### src/rtl/uart_tx_frame.sv
// UART transmitter: start bit, DATA_BITS data LSB-first, optional parity, 1-2 stop bits.
// Shift register, baud counter, bit counter and frame FSM in one block.
module uart_tx_frame #(
   parameter int DATA_BITS  = 8,
   parameter int BAUD_DIV   = 109,
   parameter int PARITY_EN  = 0,
   parameter int PARITY_ODD = 0,
   parameter int STOP_BITS  = 1
) (
   input  logic                 clk,
   input  logic                 rst,
   input  logic                 trmt,
   input  logic [DATA_BITS-1:0] tx_data,
   output logic                 TX,
   output logic                 busy,
   output logic                 tx_done
);

   // state  | meaning
   // IDLE   | line high, waiting for trmt
   // START  | driving start bit (0)
   // DATA   | driving shreg[0], shifting each bit period
   // PARITY | driving captured parity bit
   // STOP   | driving stop bit(s) (1)

   localparam int BAUD_W = $clog2(BAUD_DIV + 1);
   localparam int BIT_W  = $clog2(DATA_BITS + STOP_BITS + 1);

   localparam logic [BAUD_W-1:0] BAUD_LAST = BAUD_W'(BAUD_DIV - 1);
   localparam logic [BIT_W-1:0]  DATA_LAST = BIT_W'(DATA_BITS - 1);
   localparam logic [BIT_W-1:0]  STOP_LAST = BIT_W'(DATA_BITS + STOP_BITS - 1);
   localparam logic              PAR_INIT  = (PARITY_ODD != 0);

   typedef enum logic [2:0] {
      IDLE,
      START,
      DATA,
      PARITY,
      STOP
   } state_t;

   state_t               state;
   logic [DATA_BITS-1:0] shreg;
   logic                 par_bit;
   logic [BAUD_W-1:0]    baud_cnt;
   logic [BIT_W-1:0]     bit_cnt;
   logic                 baud_end;

   assign baud_end = (baud_cnt == BAUD_LAST);

   always_ff @(posedge clk) begin
      if (rst) begin
         state    <= IDLE;
         shreg    <= '0;
         par_bit  <= 1'b0;
         baud_cnt <= '0;
         bit_cnt  <= '0;
         TX       <= 1'b1;
         busy     <= 1'b0;
         tx_done  <= 1'b0;
      end else begin
         if (state != IDLE)
            baud_cnt <= baud_end ? '0 : baud_cnt + 1'b1;

         case (state)
            IDLE: begin
               if (trmt) begin
                  shreg    <= tx_data;
                  // parity is fixed at capture so later shifting cannot disturb it
                  par_bit  <= (^tx_data) ^ PAR_INIT;
                  baud_cnt <= '0;
                  bit_cnt  <= '0;
                  busy     <= 1'b1;
                  tx_done  <= 1'b0;
                  TX       <= 1'b0;
                  state    <= START;
               end
            end
            START: begin
               if (baud_end) begin
                  TX    <= shreg[0];
                  state <= DATA;
               end
            end
            DATA: begin
               if (baud_end) begin
                  shreg   <= shreg >> 1;
                  bit_cnt <= bit_cnt + 1'b1;
                  if (bit_cnt == DATA_LAST) begin
                     if (PARITY_EN != 0) begin
                        TX    <= par_bit;
                        state <= PARITY;
                     end else begin
                        TX    <= 1'b1;
                        state <= STOP;
                     end
                  end else begin
                     TX <= shreg[1];
                  end
               end
            end
            PARITY: begin
               if (baud_end) begin
                  TX    <= 1'b1;
                  state <= STOP;
               end
            end
            STOP: begin
               if (baud_end) begin
                  // bit counter keeps running past the data bits to count stop bits
                  if (bit_cnt == STOP_LAST) begin
                     bit_cnt <= '0;
                     TX      <= 1'b1;
                     busy    <= 1'b0;
                     tx_done <= 1'b1;
                     state   <= IDLE;
                  end else begin
                     bit_cnt <= bit_cnt + 1'b1;
                  end
               end
            end
            default: begin
               TX    <= 1'b1;
               busy  <= 1'b0;
               state <= IDLE;
            end
         endcase
      end
   end

endmodule

### config.mk
export PLATFORM = sky130hd
export DESIGN_NAME = uart_tx_frame
export DESIGN_NICKNAME = d
export VERILOG_FILES = /design/src/rtl/uart_tx_frame.sv
export SDC_FILE = /design/constraint.sdc
export NUM_CORES = 1
export LEC_CHECK = 0
export CELL_PAD_IN_SITES_DETAIL_PLACEMENT = 0
export CELL_PAD_IN_SITES_GLOBAL_PLACEMENT = 1
export CORE_MARGIN = 8
export CORE_UTILIZATION = 35
export DETAILED_ROUTE_END_ITERATION = 8
export PLACE_DENSITY_LB_ADDON = 0.25
export SLEW_MARGIN = 5
export SYNTH_ARGS = -nofsm -noshare
export SYNTH_HDL_FRONTEND = slang
export SYNTH_SLANG_ARGS = --single-unit
### constraint.sdc
create_clock -name clk -period 3.75 [get_ports clk]
set_input_delay 0.75 -clock clk [delete_from_list [all_inputs] [get_ports clk]]
set_output_delay 0.75 -clock clk [all_outputs]
set_load 0.005 [all_outputs]
* Yosys cells after proc, flatten, opt, wreduce, memory -nomap -nowiden
Cells that the tools add are included.
** Operators by class
- $add $sub $neg :: 2
- Equal/unequal tests :: 14
- Muxes and demuxes :: 33
- Bitwise logic cells :: 1
- Reduce and logical (&&, ||, !) cells :: 12
** Operator list (number)
- two-way mux 7 bit :: 4
- two-way mux 3 bit :: 7
- two-way mux 4 bit :: 4
- two-way mux 8 bit :: 2
- one-hot mux 8 bit (2 select lines) :: 1
- one-hot mux 3 bit (5 select lines) :: 1
- != test 2 bit (second input constant) :: 7
- one-hot mux 4 bit (3 select lines) :: 1
- AND reduction 4 bit :: 3
- two-way mux 1 bit :: 10
- adder 7 x 1 -> 7 bit (second input constant) :: 1
- equality test 7 bit (second input constant) :: 1
- AND reduction 7 bit :: 1
- equality test 3 x 2 -> 1 bit (second input constant) :: 2
- AND reduction 6 bit :: 1
- nonzero test 3 bit :: 2
- one-hot mux 1 bit (5 select lines) :: 1
- adder 4 x 1 -> 4 bit (second input constant) :: 1
- equality test 4 x 3 -> 1 bit (second input constant) :: 1
- equality test 4 bit (second input constant) :: 1
- nonzero test 2 bit :: 2
- equality test 3 x 1 -> 1 bit (second input constant) :: 1
- equality test 3 bit (second input constant) :: 1
- zero test 3 bit :: 1
- 5 further kinds :: 5
** Word-level totals
- Register bits after elaboration :: 25
- Input port bits :: 11
- Output and inout bits :: 3

* Longest topological paths before layout
Gate-level depths: netlist of run 1.
- Word-level depth :: 5
- Gate-level depth with buffers :: 8

* Worst setup path before layout of run 1
Ideal clock, no wire load.
- Path kind :: reg2reg
- Start point :: reg baud_cnt[0]
- End point :: reg shreg[1]
- Setup time :: 79 ps
- Data arrival time :: 1551 ps
- Setup slack :: 2120 ps
- Stages on the path, launching flop included :: 9
- Path through :: dfxtp_1 -> inv_1 -> ha_1 -> nand4b_4 -> o31ai_2 -> nor3b_4 -> buf_6 -> nor2_1 -> a211oi_2
** On the way
- Cells in the longest elaborated chain, start to end :: 3
** Ends and longest elaborated chain
- from (decl) :: RTL line 45 : logic [BAUD_W-1:0] baud_cnt;
- from (signal assigned) :: RTL line 63 : baud_cnt <= baud_end ? '0 : baud_cnt + 1'b1;
- equality test 7 bit :: RTL line 49 : assign baud_end = (baud_cnt == BAUD_LAST);
- != test 2 bit (no source line)
- AND reduction 3 bit (no source line)
- to (signal assigned) :: RTL line 68 : shreg <= tx_data;
- to (signal assigned) :: RTL line 87 : shreg <= shreg >> 1;
- to (decl) :: RTL line 43 : logic [DATA_BITS-1:0] shreg;
Every way passes these cells.
A chain may end at the register's enable or synchronous reset.

* Worst setup path in the final report of run 1
- Start point :: in trmt
- End point :: reg shreg[0]
** On the way
- Cells in the longest elaborated chain, start to end :: 2
** Ends and longest elaborated chain
- from (decl) :: RTL line 12 : input logic trmt,
- != test 2 bit (no source line)
- AND reduction 3 bit (no source line)
Every way passes these cells.

==> metrics.md, run 1 <==
| Metric | Value |
|---|---|
| Die width | `approximately 80 um` |
| R2r startpoint | `baud_cnt[0]` |
| Final setup viols | `0` |
| # diodes | `0` |
| Initial core utilization | `a little over a third` |
| Total GRT Usage | `around a tenth` |
| Clock transition at the registers of the reported paths | `around 0.090 ns` |
| Std-Cell Core Area | `about 3900 um2` |
| Clock Skew | `between 0.001 and 0.0015 ns` |
| Fin crit share | `a little under three fifths` |
| Power per standard cell area | `around 330 nW/um2` |
| Post-synthesis cell area | `roughly 1400 um2` |
| Gate power share | `roughly 13%` |
| CP Max Fanout | `15` |
| DRC Markers | `0` |
| Clk pwr share | `31.9%` |
| Internal power | `0.3820 mW` |
| # port buffers | `13` |
| Routed WL | `between 2000 and 3000 um` |
| Hold Crit Endpoint | `shreg[7]` |
| Cells after DPL | `around 220` |
| Post-synth cell types | `46` |
| Setup TNS Final | `0 ns` |
| Most frequent cell after synthesis | `dfxtp_1` |
| IO Count | `14` |
| Clock sink count | `25` |
| Synthesized instance count | `roughly 160` |
| Hold Path Origin | `shreg[7]` |
| Synth area leader | `dfxtp_1` |
| Slew Limit Headroom | `56.25%` |
| Row Count | `23` |
| CP Buf/Inv Count | `1` |
| First-pass GRT wire length | `5230 um` |
| Worst VDD drop | `115.9 uV` |
| Drt pass-1 iters | `4` |
| Pin count of the biggest net entering global routing | `19` |
| Synth top area cells | `dfxtp_1 (36%), nor2_1 (5.7%), mux2i_1 (5.1%)` |
| Vias/cell | `approximately 5.3` |
| Die ar. | `slightly above 6000 um2` |
| DR WL/cell | `approximately 14 um` |
| Path depth of the worst reg2reg path | `7` |
| TritonCTS Buffers | `3` |
| Clk_lat worst skew | `0.27 ns` |
| WHS Path Cells | `2` |
| Grt ovf | `0` |
| Via count | `~1200` |
| Post CTS Setup Buffer Count | `0` |
| HP Class | `reg -> reg` |
| Synth top area share | `36.26%` |
| Crit path max-delay cell type | `nor3b_4` |
| Die height | `roughly 79 um` |
| Worst EP required | `a little under 4 ns` |
| Post-synth top flop | `dfxtp_1` |
| Post-synthesis sequential area ratio | `between 30% and 40%` |
| H-tree levels | `1` |
| CTS resizes | `0` |
| Delay-heaviest family, CP | `simple AND/OR/NAND/NOR gates` |
| Critical path's largest stage delay | `approximately 0.56 ns` |
| Vias in the first global route | `roughly 1100` |
| Commonest cells in the netlist | `dfxtp_1 (25), nor2_1 (21), a21oi_1 (12)` |
| Crit path DAT | `around 2.3 ns` |
| NetSw | `0.1350 mW` |
| Startpoint type of the worst setup path | `input pin` |
| Area Overhead vs Synth | `14.23%` |
| Max-cap violation count | `0` |
| Drt initial violations | `71` |
| Slew Limit Fails | `0` |
| Synthesized area per cell | `~8.7 um2` |
| Clk buf depth | `2` |
| DP Wirelength | `around 2200 um` |
| RSZ-0062 raised after global routing | `no` |
| Critical path class | `in -> reg` |
| Least-Margin Pin Slew | `about 0.66 ns` |
| CTS tree | `yes` |
| Post-DRT Antenna Nets | `0` |
| Fraction of registers with async set/reset | `0%` |
| Clk root buf | `clkbuf_8` |
| Final net count | `185` |
| Worst path cell trace | `clkdlybuf4s50_1, nand2b_1, o31ai_2, nor3b_4, nor2_1, a211oi_1` |
| Maximum clock frequency | `between 0.4 and 0.5 GHz` |
| Cell Count, Final, Fillers Out | `~220` |
| Sw frac | `about a quarter` |
| Outcome | `finished clean` |
| Hold Buf Count CTS | `0` |
| Ys Warns | `0` |
| FF-to-FF setup slack | `1.76 ns` |
| Flops & latches, synth | `25` |
| RR Endpoint | `shreg[0]` |
| CP endpoint kind | `flip-flop` |
| Sequential Power Share | `approximately 55%` |
| Layout cell share with drive strength beyond 1 | `9.467%` |
| Initial antenna violation count | `0` |
| Final hold viol count | `0` |
| Syn Nets | `approximately 170` |
| Post-synth EDFFs | `0` |
| GPL Wtd Cong | `0.7575` |
| Post-route minimum period | `around 2.1 ns` |
| Pleak | `0.5459 nW` |
[cell families (layout without fill, tap and decap cells)]
| logic type | after synthesis | after routing | synth area share [%] |
|---|---|---|---|
| buffers and inverters | 16 | 26 | 5.802 |
| adder cells (fa/ha/maj) | 4 | 4 | 3.627 |
| AND/OR/NAND/NOR | 62 | 62 | 25.21 |
| multiplexers | 7 | 7 | 5.077 |
| flip-flops | 25 | 25 | 36.26 |
| AO/OA/AOI/OAI | 45 | 45 | 24.03 |
[metrics by stage]
stage | util (%) | area [um2] | power [mW] | setup WS (ns) | hold slack [ns]
2_1_floorplan | - | 1380 | 0.3356 | 2.120 | 0.4457
3_3_place_gp | 39.39 | 1530 | 0.3572 | 1.335 | 0.4637
3_5_place_dp | 39.39 | 1530 | 0.3584 | 1.316 | 0.4676
4_1_cts | 40.58 | 1577 | 0.5204 | 1.596 | 0.4825
5_1_grt | 40.58 | 1577 | 0.5423 | 1.413 | 0.5142
6_report | 40.58 | 1577 | 0.5171 | 1.612 | 0.4798
[cells in the final DEF, fill, tap and decap left out, types with 2 or more instances in the layout]
master / instances
o21ai_0: 4
and3_1: 2
nand2b_1: 5
mux2i_1: 7
nand2_1: 7
clkdlybuf4s50_1: 13
a21oi_1: 12
inv_1: 7
dfxtp_1: 25
a211oi_1: 5
a211oi_2: 3
or2_1: 2
a41oi_1: 2
ha_1: 4
nand3_1: 7
nor2_1: 21
nor4_1: 3
or3_1: 2
clkbuf_8: 3
o31ai_1: 2
a311oi_1: 3
nor3_1: 3
o211a_1: 2
a31oi_1: 3
[tightest hold or removal path, stage by stage, from the launching register on]
cell and delay (ns):
dfxtp_1 0.32, nand2b_1 0.06, a21oi_1 0.05
[routing by layer]
metal | part of all wire, % | global-route usage (%) | vias up
li1 | - | - | 605
met1 | 52 | 13.99 | 545
met2 | 44 | 15.49 | 17
met3 | 3.2 | 2.144 | 4
met4 | 1.5 | 3.889 | 0
met5 | 0 | 0 | -
[sequential cells by signal, indices dropped and copies added (netlist names)]
| signal | flops |
|---|---|
| busy | 1 |
| shreg | 8 |
| TX | 1 |
| bit_cnt | 4 |
| state | 3 |
| tx_done | 1 |
| baud_cnt | 7 |
[layout make-up]
type                       count  area [um2]
tap                           50       62.56
fill                         405        2308
inverter                       8       30.03
multi-input combinational    118       799.5
clock inverter                 1       5.005
sequential                    25       500.5
timing repair buffer          14       137.6
clock buffer                   3       41.29
[worst max-delay path by stage]
stage | cells after the start | to | slack [ns] | start
after floorplan | 8 | shreg[1] | 2.12 | baud_cnt[0]
after global placement | 5 | bit_cnt[3] | 1.34 | rst
after detailed placement | 6 | shreg[6] | 1.32 | trmt
after CTS | 6 | shreg[4] | 1.60 | trmt
after global routing | 6 | shreg[4] | 1.41 | trmt
final | 6 | shreg[0] | 1.61 | trmt
[power by group through the flow]
stage / combinational [mW] / sequential [mW] / clock [mW]
3_3_place_gp: 0.0659 / 0.291 / 0
5_1_grt: 0.0747 / 0.288 / 0.180
6_report: 0.0664 / 0.286 / 0.165
4_1_cts: 0.0671 / 0.286 / 0.168
2_1_floorplan: 0.0482 / 0.287 / 0
3_5_place_dp: 0.0668 / 0.292 / 0
No activity file was read; power rests on OpenSTA's default activity.
==> run 2, diff against run 1 <==
Clock period 3.75 ns to 2.06 ns, I/O delays scaled along.
==> metrics.md, run 2 (synthesized netlist as in run 1, its figures left out) <==
| Metric | Value |
|---|---|
| # port buffers | `13` |
| Vias in the first global route | `roughly 1200` |
| Die height | `~79 um` |
| Hold Buf Count CTS | `0` |
| Register name with the most flops | `shreg` |
| Fin Hold WS | `about 0.47 ns` |
| DRC Markers | `0` |
| Pleak | `approximately 0.57 nW` |
| Slew Limit Fails | `0` |
| Max-cap violation count | `0` |
| Commonest non-fill, non-tap cell in the layout | `dfxtp_1` |
| CTS tree | `yes` |
| Path depth of the worst reg2reg path | `8` |
| Maximum clock frequency | `0.5573 GHz` |
| DR WL/cell | `13.67 um` |
| First-pass GRT wire length | `~5300 um` |
| HP Class | `reg -> reg` |
| Post-route minimum period | `1.795 ns` |
| Area Overhead vs Synth | `17.68%` |
| Largest register FFs | `8` |
| Post CTS Setup Buffer Count | `0` |
| Row Count | `23` |
| Clock Skew | `0.003764 ns` |
| DP Wirelength | `between 2000 and 2500 um` |
| CP Max Fanout | `15` |
| Setup TNS Final | `0 ns` |
| Total power | `about 0.95 mW` |
| Outcome | `finished clean` |
| CP endpoint kind | `flip-flop` |
| Fin crit share | `87.11%` |
| Final setup viols | `0` |
| # diodes | `0` |
| Utilization after layout | `41.80%` |
| Final Cell Area | `about 1600 um2` |
| Worst VDD drop | `between 200 and 250 uV` |
| Clk_lat worst skew | `0.27 ns` |
| Final net count | `191` |
| Worst EP required | `about 2.3 ns` |
| WHS Path Cells | `2` |
| Critical path class | `reg -> reg` |
| Crit path DAT | `a little under 2 ns` |
| FF-to-FF setup slack | `between 0.2 and 0.3 ns` |
| Std-Cell Core Area | `between 3000 and 4000 um2` |
| GPL Wtd Cong | `0.7379` |
| Most frequent cells in the layout | `dfxtp_1 (25), nor2_1 (21), clkdlybuf4s50_1 (13), a21oi_1 (12)` |
| Place WS | `between 0.15 and 0.2 ns` |
| Least-Margin Pin Slew | `0.5459 ns` |
| Via count | `between 1000 and 1500` |
| Clk buf depth | `2` |
| Worst setup startpoint | `baud_cnt[0]` |
| Initial core utilization | `35.52%` |
| Startpoint type of the worst setup path | `flip-flop` |
| Drt initial violations | `just over 100` |
| RSZ-0062 raised after global routing | `no` |
| Clock sink count | `25` |
| Routed WL | `approximately 3000 um` |
| CTS resizes | `0` |
| H-tree levels | `1` |
| Power per standard cell area | `587.0 nW/um2` |
| Top flop regs | `shreg: 8 flops, baud_cnt: 7 flops, bit_cnt: 4 flops` |
| Layout cell share with drive strength beyond 1 | `12.57%` |
| Die width | `about 79 um` |
| Area after DPL | `~1600 um2` |
| Final hold viol count | `0` |
| Slew Limit Headroom | `63.49%` |
| Cell Count, Final, Fillers Out | `~230` |
| Hold Path Origin | `shreg[7]` |
| IO Count | `14` |
| Total GRT Usage | `between 10% and 20%` |
| Fill cells | `409` |
| R2r startpoint | `baud_cnt[0]` |
| Clock transition at the registers of the reported paths | `0.09 ns` |
| Die ar. | `6209 um2` |
| RR Endpoint | `shreg[5]` |
| Hold Crit Endpoint | `shreg[7]` |
| Clk root buf | `clkbuf_8` |
| Vias/cell | `5.267` |
| Pin count of the biggest net entering global routing | `16` |
| TritonCTS Buffers | `3` |
| Drt pass-1 iters | `4` |
| Post-DRT Antenna Nets | `0` |
| Cells after DPL | `~220` |
| Initial antenna violation count | `0` |
| Grt ovf | `0` |
| Setup WS post-layout | `roughly 0.27 ns` |
-- run 2: cell types whose count changed in the layout (fill, tap and decap cells not counted), sizes merged --
cell | previous run | this run
buf | 1 | 7
clkinvlp | 0 | 1
clkinv | 1 | 0
-- run 2: power breakdown --
part / switching (mW) / leakage (nW) / total, mW / internal, mW
clock network: 0.166 / 0.0217 / 0.303 / 0.137
registers: 0.0107 / 0.204 / 0.514 / 0.503
logic: 0.0706 / 0.347 / 0.136 / 0.0658
total: 0.247 / 0.573 / 0.953 / 0.706
-- run 2: routing by layer --
metal	wire length (um)	vias to the layer above	part of all wire (%)	GRT usage, %
met4	27	0	0.88	3.333
li1	-	617	-	-
met5	0	-	0	0
met3	82	4	2.7	1.806
met1	1560	553	51	13.09
met2	1404	11	46	16.57
-- run 2: worst max-delay path, stage by stage, from the launching register on --
cell	delay, ns
dfxtp_1	0.34
inv_1	0.09
ha_1	0.20
nand4b_4	0.18
o31ai_2	0.21
nor3b_4	0.19
buf_4	0.22
nor2_1	0.06
a211oi_1	0.22
-- run 2: area by class of cell --
class | count | area (um2) | share of cell area [%]
inverter | 8 | 30.03 | 1.849
sequential | 25 | 500.5 | 30.82
timing repair buffer | 20 | 182.7 | 11.25
clock inverter | 1 | 7.507 | 0.4622
clock buffer | 3 | 41.29 | 2.542
multi-input combinational | 118 | 799.5 | 49.23
tap | 50 | 62.56 | 3.852
-- run 2: how the worst max path moves through the flow --
stage               endpoint  slack (ns)  cells past startpoint
global placement    shreg[4]        0.25                      7
finish              shreg[5]        0.27                      8
global route        shreg[5]        0.11                      8
detailed placement  shreg[5]        0.17                      7
floorplan           shreg[1]        0.43                      8
CTS                 shreg[5]        0.25                      8
==> run 3, diff against run 2 <==
--- a/constraint.sdc
+++ b/constraint.sdc
@@ -3,2 +3,2 @@
 set_output_delay 0.412 -clock clk [all_outputs]
-set_load 0.005 [all_outputs]
+set_load 0.01 [all_outputs]
==> results of run 3 <==
The final DEF is identical to that of run 2. Status: finished clean.
Main changes from that run: total power 0.9533 mW -> 0.9547 mW
